$ cat config.mk
export PLATFORM = sky130hd
export DESIGN_NAME = mbisr_chain_ctrl
export DESIGN_NICKNAME = d
export VERILOG_FILES = /design/src/rtl/mbisr_chain_ctrl.sv
export SDC_FILE = /design/constraint.sdc
export NUM_CORES = 1
export LEC_CHECK = 0
export CORE_MARGIN = 2
export CORE_UTILIZATION = 35
export DETAILED_ROUTE_END_ITERATION = 12
export DONT_BUFFER_PORTS = 1
export PLACE_DENSITY = 0.48
export SETUP_SLACK_MARGIN = 0.2
export SKIP_CTS_REPAIR_TIMING = 1
export SYNTH_ARGS = -nofsm -noshare
export SYNTH_HDL_FRONTEND = slang
export SYNTH_SLANG_ARGS = --single-unit
$ cat constraint.sdc
create_clock -name CLK -period 3.2 [get_ports CLK]
set_input_delay 0.96 -clock CLK [delete_from_list [all_inputs] [get_ports CLK]]
set_output_delay 0.96 -clock CLK [all_outputs]
set_load 0.02 [all_outputs]
$ cat src/rtl/mbisr_chain_ctrl.sv
// mbisr_chain_ctrl: serial access controller for an MBISR repair-register chain.
// Byte streams in/out are LSB-first; the chain is clock-gated through CHAIN_CLK_EN.
module mbisr_chain_ctrl #(
    parameter int CHAIN_LEN = 22,
    parameter int CNT_W = $clog2(CHAIN_LEN + 1)
) (
    input  logic       CLK,
    input  logic       RSTB,
    input  logic       cmd_valid,
    output logic       cmd_ready,
    input  logic [1:0] cmd_op,
    input  logic       din_valid,
    output logic       din_ready,
    input  logic [7:0] din_data,
    output logic       dout_valid,
    input  logic       dout_ready,
    output logic [7:0] dout_data,
    output logic       CHAIN_CLK_EN,
    output logic       SE,
    output logic       SI,
    input  logic       SO,
    output logic       busy,
    output logic       done,
    output logic       mismatch
);
    typedef enum logic [2:0] {IDLE, CAPT, SHIFT, FLUSH, DONE} state_e;
    localparam logic [1:0] OP_LOAD = 2'd0, OP_UNLOAD = 2'd1, OP_VERIFY = 2'd2, OP_CAPTURE = 2'd3;
    localparam logic [CNT_W-1:0] LEN = CNT_W'(CHAIN_LEN);
    localparam logic [CNT_W-1:0] LAST = CNT_W'(CHAIN_LEN - 1);

    state_e state_q, state_d;
    logic [1:0] op_q, op_d;
    logic [CNT_W-1:0] cnt_q, cnt_d;
    logic [7:0] hold_q, hold_d, acc_q, acc_d, dout_data_q, dout_data_d, samp;
    logic hold_v_q, hold_v_d, dout_valid_q, dout_valid_d, mismatch_q, mismatch_d;
    logic cmd_ready_q, busy_q, done_q, se_q;
    logic [2:0] bidx;
    logic in_shift, feed_op, last_bit, byte_end, shift, accept;

    // Bytes are aligned to the chain start, so the counter's low bits index both buffers.
    assign bidx = 3'(cnt_q);
    assign in_shift = state_q == SHIFT;
    assign feed_op = op_q == OP_LOAD || op_q == OP_VERIFY;
    assign last_bit = cnt_q == LAST;
    assign byte_end = bidx == 3'd7 || last_bit;
    assign shift = in_shift && cnt_q < LEN &&
                   (feed_op ? hold_v_q : !(byte_end && dout_valid_q && !dout_ready));
    assign accept = state_q == IDLE && cmd_valid && cmd_ready_q;
    assign samp = acc_q | (8'(SO) << bidx);

    // Refill may overlap the last-bit consumption, but never fetch past the chain end.
    assign din_ready = in_shift && feed_op && (!hold_v_q || (shift && byte_end)) && !(shift && last_bit);
    assign CHAIN_CLK_EN = state_q == CAPT || shift;
    assign SI = in_shift && (op_q == OP_LOAD ? hold_q[bidx] : SO);

    assign cmd_ready = cmd_ready_q;
    assign busy = busy_q;
    assign done = done_q;
    assign SE = se_q;
    assign dout_valid = dout_valid_q;
    assign dout_data = dout_data_q;
    assign mismatch = mismatch_q;

    always_comb begin
        state_d = state_q;
        op_d = op_q;
        cnt_d = cnt_q;
        hold_d = hold_q;
        hold_v_d = hold_v_q;
        acc_d = acc_q;
        dout_data_d = dout_data_q;
        dout_valid_d = dout_valid_q && !dout_ready;
        mismatch_d = mismatch_q;
        if (accept) begin
            op_d = cmd_op;
            cnt_d = '0;
            acc_d = '0;
            hold_v_d = 1'b0;
            mismatch_d = 1'b0;
        end
        if (shift) begin
            cnt_d = cnt_q + 1'b1;
            acc_d = byte_end ? 8'h00 : samp;
            hold_v_d = hold_v_q && !byte_end;
            if (op_q == OP_UNLOAD && byte_end) begin
                dout_data_d = samp;
                dout_valid_d = 1'b1;
            end
            if (op_q == OP_VERIFY && SO != hold_q[bidx]) mismatch_d = 1'b1;
        end
        if (din_valid && din_ready) begin
            hold_d = din_data;
            hold_v_d = 1'b1;
        end
        unique case (state_q)
            IDLE:    if (accept) state_d = cmd_op == OP_CAPTURE ? CAPT : SHIFT;
            CAPT:    state_d = DONE;
            SHIFT:   if (shift && last_bit) state_d = op_q == OP_UNLOAD ? FLUSH : DONE;
            FLUSH:   if (dout_valid_q && dout_ready) state_d = DONE;
            DONE:    state_d = IDLE;
            default: state_d = IDLE;
        endcase
    end

    always_ff @(posedge CLK or negedge RSTB) begin
        if (!RSTB) begin
            state_q <= IDLE;
            op_q <= OP_LOAD;
            cnt_q <= '0;
            hold_q <= '0;
            hold_v_q <= 1'b0;
            acc_q <= '0;
            dout_data_q <= '0;
            dout_valid_q <= 1'b0;
            mismatch_q <= 1'b0;
            cmd_ready_q <= 1'b0;
            busy_q <= 1'b0;
            done_q <= 1'b0;
            se_q <= 1'b0;
        end else begin
            state_q <= state_d;
            op_q <= op_d;
            cnt_q <= cnt_d;
            hold_q <= hold_d;
            hold_v_q <= hold_v_d;
            acc_q <= acc_d;
            dout_data_q <= dout_data_d;
            dout_valid_q <= dout_valid_d;
            mismatch_q <= mismatch_d;
            cmd_ready_q <= state_d == IDLE;
            busy_q <= state_d != IDLE;
            done_q <= state_d == DONE;
            se_q <= state_d == SHIFT;
        end
    end
endmodule

* After elaboration in Yosys (flattened, before gate mapping) *
Cells that the tools add are included.

cells by class
  add/subtract/negate cells = 1
  $mul = 0
  div/mod/pow operators = 0
  magnitude comparators = 2
  equality and inequality tests = 11
  shift operators = 1
  multiplexer cells = 23
  bitwise gates (word level) = 1
  reduce and logical (&&, ||, !) cells = 34

operator list
  operator                                                                       number
  8-bit two-way mux                                                              3
  1-bit logical AND                                                              18
  3-bit two-way mux                                                              4
  3-bit one-hot mux with 4 select lines                                          1
  1-bit two-way mux                                                              11
  5-bit two-way mux                                                              2
  3-bit by 2-bit equality test with 1-bit output (second input constant)         3
  8-bit OR                                                                       1
  1-bit by 3-bit << shifter with 8-bit output                                    1
  3-bit equality test (second input constant)                                    2
  3-bit logical NOT                                                              2
  3-bit nonzero test                                                             2
  5-bit by 1-bit adder with 5-bit output (second input constant)                 1
  5-bit equality test (second input constant)                                    1
  1-bit logical NOT                                                              5
  5-bit less-than comparator (second input constant)                             1
  2-bit equality test (second input constant)                                    2
  1-bit logical OR                                                               4
  3-bit by 4-bit less-than comparator with 1-bit output (second input constant)  1
  1-bit binary-select mux with 3-bit select                                      1
  3-bit by 1-bit equality test with 1-bit output (second input constant)         1
  2-bit by 1-bit equality test with 1-bit output (second input constant)         1
  2-bit logical NOT                                                              1
  2-bit two-way mux                                                              1
  other kinds (3)                                                                3

storage, ports and cells
  bits in registers = 41
  bits in latches = 0
  bits in writable memories = 0
  memory bits (read-only) = 0
  input bits = 16
  output and inout port bits = 17
  memories kept = 0

* Depth between registers and ports, before layout *
  depth after elaboration = 13
  gate-level depth with buffers = 8
  depth with buffers taken out = 7

* Worst setup path after synthesis *
Ideal clock, no wire load.

  kind = in2out
  from = input port SO
  to = output port SI
  arrival = 1.822 ns
  path slack = 0.418 ns
  stages = 3
  path through = clkbuf_1 > nor2_1 > a211oi_1

between the ends
  word-level cells in the longest chain between the ends = 2

ends and longest elaborated chain
  what               RTL line  RTL
  start, declared    21        input logic SO,
  1-bit two-way mux  54        assign SI = in_shift && (op_q == OP_LOAD ? hold_q[bidx] : SO);
  1-bit logical AND  54
  end, declared      20        output logic SI,

Every way passes these cells.

* Worst setup path after layout *
  from = register cnt_q[0]
  to = output port din_ready

between the ends
  word-level cells in the longest chain between the ends = 11
  elaborated cells between the ends (all ways) = 16

ends and longest elaborated chain
  what                                                        RTL line  RTL
  start, declared                                             33        logic [CNT_W-1:0] cnt_q, cnt_d;
  start signal, assigned                                      123       cnt_q <= cnt_d;
  5-bit equality test or 3-bit equality test (tied branches)  44, 45
  1-bit logical OR                                            45        assign byte_end = bidx == 3'd7 || last_bit;
  1-bit logical AND (2 in series)                             47        (feed_op ? hold_v_q : !(byte_end && dout_valid_q && !dout_ready));
  1-bit logical NOT                                           47
  1-bit two-way mux                                           47
  1-bit logical AND                                           46        assign shift = in_shift && cnt_q < LEN &&
  1-bit logical AND                                           52        assign din_ready = in_shift && feed_op && (!hold_v_q || (shift && byte_end)) && !(shift && last_bit);
  1-bit logical OR                                            52
  1-bit logical AND                                           52
  1-bit logical AND (*)                                       52
  end, declared                                               13        output logic din_ready,

Mark *: on every way between the ends. The rest lies on a longest branch, timed or not.

==> summary.txt <==
Status
  • Status: completed

STA
  • Slew Limit Fails: 0
  • Final worst slack: roughly 0.29 ns
  • Final number of setup-violating endpoints: 0
  • RSZ-0062 raised after global routing: no
  • Slew @ Worst Pin: 0.614 ns
  • Rel. slew slack: approximately three fifths
  • Worst Skew: ~0.0053 ns
  • Crit path time final: just under 3 ns
  • Period utilization: 91.0%
  • Endpoints failing hold: 0
  • Maximum operating frequency: between 300 and 400 MHz
  • Fin Hold WS: between 0.3 and 0.4 ns

Finish
  • Area of the multi-input gates: between 800 and 900 um2
  • Share of layout cells above drive strength 1: between 20 and 25%
  • ANT cells: 0
  • Nets@finish: 206
  • # fillers: 553
  • Register area: 0.00103 mm2
  • Commonest non-fill, non-tap cell in the layout: dfrtp_1
  • Synth-to-layout area growth: 10.6%
  • Final Non-Filler Cells: between 200 and 300
  • Most frequent cells in the layout: dfrtp_1, nor2_1, a21oi_1, mux2_2, o21ai_0

Global route
  • Total gr overflow: 0
  • Largest net degree at the start of global routing: 42
  • Initial antenna violation count: 0
  • Vias in the first global route: around 1400
  • GRT Overall Usage: approximately 14%
  • First-pass GRT wire length: 6820 um

Logic synthesis
  • Post-synthesis sequential area ratio: a little over half
  • Syn Nets: 202
  • Top flip-flop cell by instance count after synthesis: dfrtp_1
  • Post-Syn Area: slightly below 0.002 mm2
  • Warning count from the yosys run: 0
  • Post-Syn Instances: around 180
  • Number of synthesized flops with an enable pin: 0
  • Async set-or-reset flop fraction in the synthesized netlist: 100%
  • FF+latch count, synth: a little over 40
  • Synth Area per Inst: around 11 um2
  • Synth unique cells: 41

Floorplan
  • # IOs: 33
  • Die Area: ~0.0062 mm2
  • Row count: 27
  • Initial Utilization: around 36%
  • Die width: between 70 and 80 um
  • Die Y: about 79 um
  • Core ar.: between 0.005 and 0.006 mm2

Clock network
  • Root Driver: clkbuf_8
  • Clock tree buffer depth: 2
  • TritonCTS Buffers: 5
  • Htree depth: 2
  • CTS tree: built
  • Clock Sinks: 41
  • Clk_lat worst skew: 0.29 ns
  • Clock slew at reported path FFs: roughly 0.080 ns

Critical path
  • CP max FO: 11
  • Flop2flop setup slack: 1.15 ns
  • R2r worst-path depth: 7
  • Slowest Stage Delay on Critical Path: 0.50 ns
  • R2R Path Start: cnt_q[1]
  • CP cell instances: ha_1, and4b_4, a311oi_4, and2_2
  • Crit end category: primary output
  • Worst reg2reg path endpoint: dout_data[6]
  • Crit start category: register
  • Crit path max-delay cell type: dfrtp_2
  • Critical path arrival: just under 2 ns
  • Data required, critical path: around 2.2 ns
  • Critical path class: register to primary output

Routing
  • Final routed DRC violation total: 0
  • Final ANT Viol Nets: 0
  • Via count: approximately 1400
  • Routed len/inst: 15.3 um
  • Detail-routed via count per cell: about 5.3
  • Pre-Repair DR Iteration Count: 4
  • WL final: around 4000 um
  • DRT iter0 DRCs: 92

Hold path
  • Path type of the worst min-delay path: input port to asynchronous set/reset pin

Power
  • Worst ir drop on vdd: approximately 0.24 mV
  • Cell leakage power: approximately 1 nW
  • Cell Pwr Density: about 450 mW/mm2

Placement
  • Place WS: approximately 0.33 ns
  • Dpl cells: around 250
  • Placer congestion estimate: about 0.78
  • Port buffer count: 0
  • Post-detail-place hpwl: approximately 2900 um

Flow run
  • Max_cap viols: 0
## synth_stat cells (2+ instances only)
library cell,count,share of area (%)
buf_2,3,0.76
o21ai_2,2,0.89
nor2b_1,2,0.64
ha_1,3,1.9
nand4b_1,2,0.89
nand3_1,7,1.8
and3_1,2,0.64
and2_1,2,0.64
nand2_1,7,1.3
mux2_2,10,5.7
clkbuf_1,3,0.57
mux4_2,2,2.3
nand2b_1,4,1.3
a21oi_1,20,5.1
a31oi_1,6,1.9
dfrtp_1,41,52
inv_1,7,1.3
o21ai_0,9,2.3
xor2_1,2,0.89
nor2_1,27,5.1
a21o_1,2,0.76
## area by class of cell
class / instances / area share (%)
well taps: 72 / 4.14
multi-input cells: 127 / 40.4
repair buffers: 5 / 1.72
flip-flops and latches: 41 / 47.2
inverters: 7 / 1.21
clock inverters: 3 / 2.13
clock buffers: 5 / 3.16
## flip-flops by register name, summed over array words and instances, names as in the netlist
register / cells
SE: 1
acc_q: 8
busy: 1
cmd_ready: 1
cnt_q: 5
done: 1
dout_data: 8
dout_valid: 1
hold_q: 8
hold_v_q: 1
mismatch: 1
op_q: 2
state_q: 3
## worst max path at each step
stage          startpoint   endpoint  slack, ns  cells after the start
2_1_floorplan          SO         SI       0.42                      3
3_3_place_gp     cnt_q[1]  din_ready       0.39                      5
3_5_place_dp     cnt_q[1]  din_ready       0.33                      5
4_1_cts          cnt_q[1]  din_ready     -0.008                      5
5_1_grt          cnt_q[0]         SI       0.22                      4
6_report         cnt_q[0]  din_ready       0.29                      4
## worst max-delay path, delay by kind of cell, from the launching register on
family	cells	cell delay, ns
DFF	1	0.50
AOI/OAI and AO/OA	1	0.40
adders and majority gates	1	0.25
and+or+nand+nor	2	0.51
## cells by family after synthesis
logic type	after synthesis	synth area share (%)
XOR/XNOR	2	0.890
AO/OA/AOI/OAI	48	16.0
adder cells (fa/ha/maj)	3	1.91
flip-flops	41	52.1
AND/OR/NAND/NOR	61	17.0
buffers and inverters	15	3.50
multiplexers	13	8.52
## per-layer routing
| layer | GRT usage [%] | routed length (um) |
|---|---|---|
| met4 | 5.17 | 61 |
| met5 | 0 | 0 |
| met2 | 23.6 | 1930 |
| met3 | 3.75 | 166 |
| met1 | 17.5 | 1820 |
## through the flow
stage | total power, W | TNS, ns | util [%] | instance area [um2]
2_1_floorplan | 0.000570 | 0 | - | 1970
3_3_place_gp | 0.000575 | 0 | 37.1 | 2030
3_5_place_dp | 0.000577 | 0 | 37.1 | 2030
4_1_cts | 0.000998 | -0.00797 | 39.2 | 2150
5_1_grt | 0.00102 | 0 | 39.8 | 2180
6_report | 0.000985 | 0 | 39.8 | 2180
## report_power, final
| group | switching (W) | internal, W |
|---|---|---|
| combinational | 0.00000983 | 0.0000184 |
| sequential | 0.00000748 | 0.000530 |
| clock | 0.000185 | 0.000233 |
No activity file was read; power rests on OpenSTA's default activity.
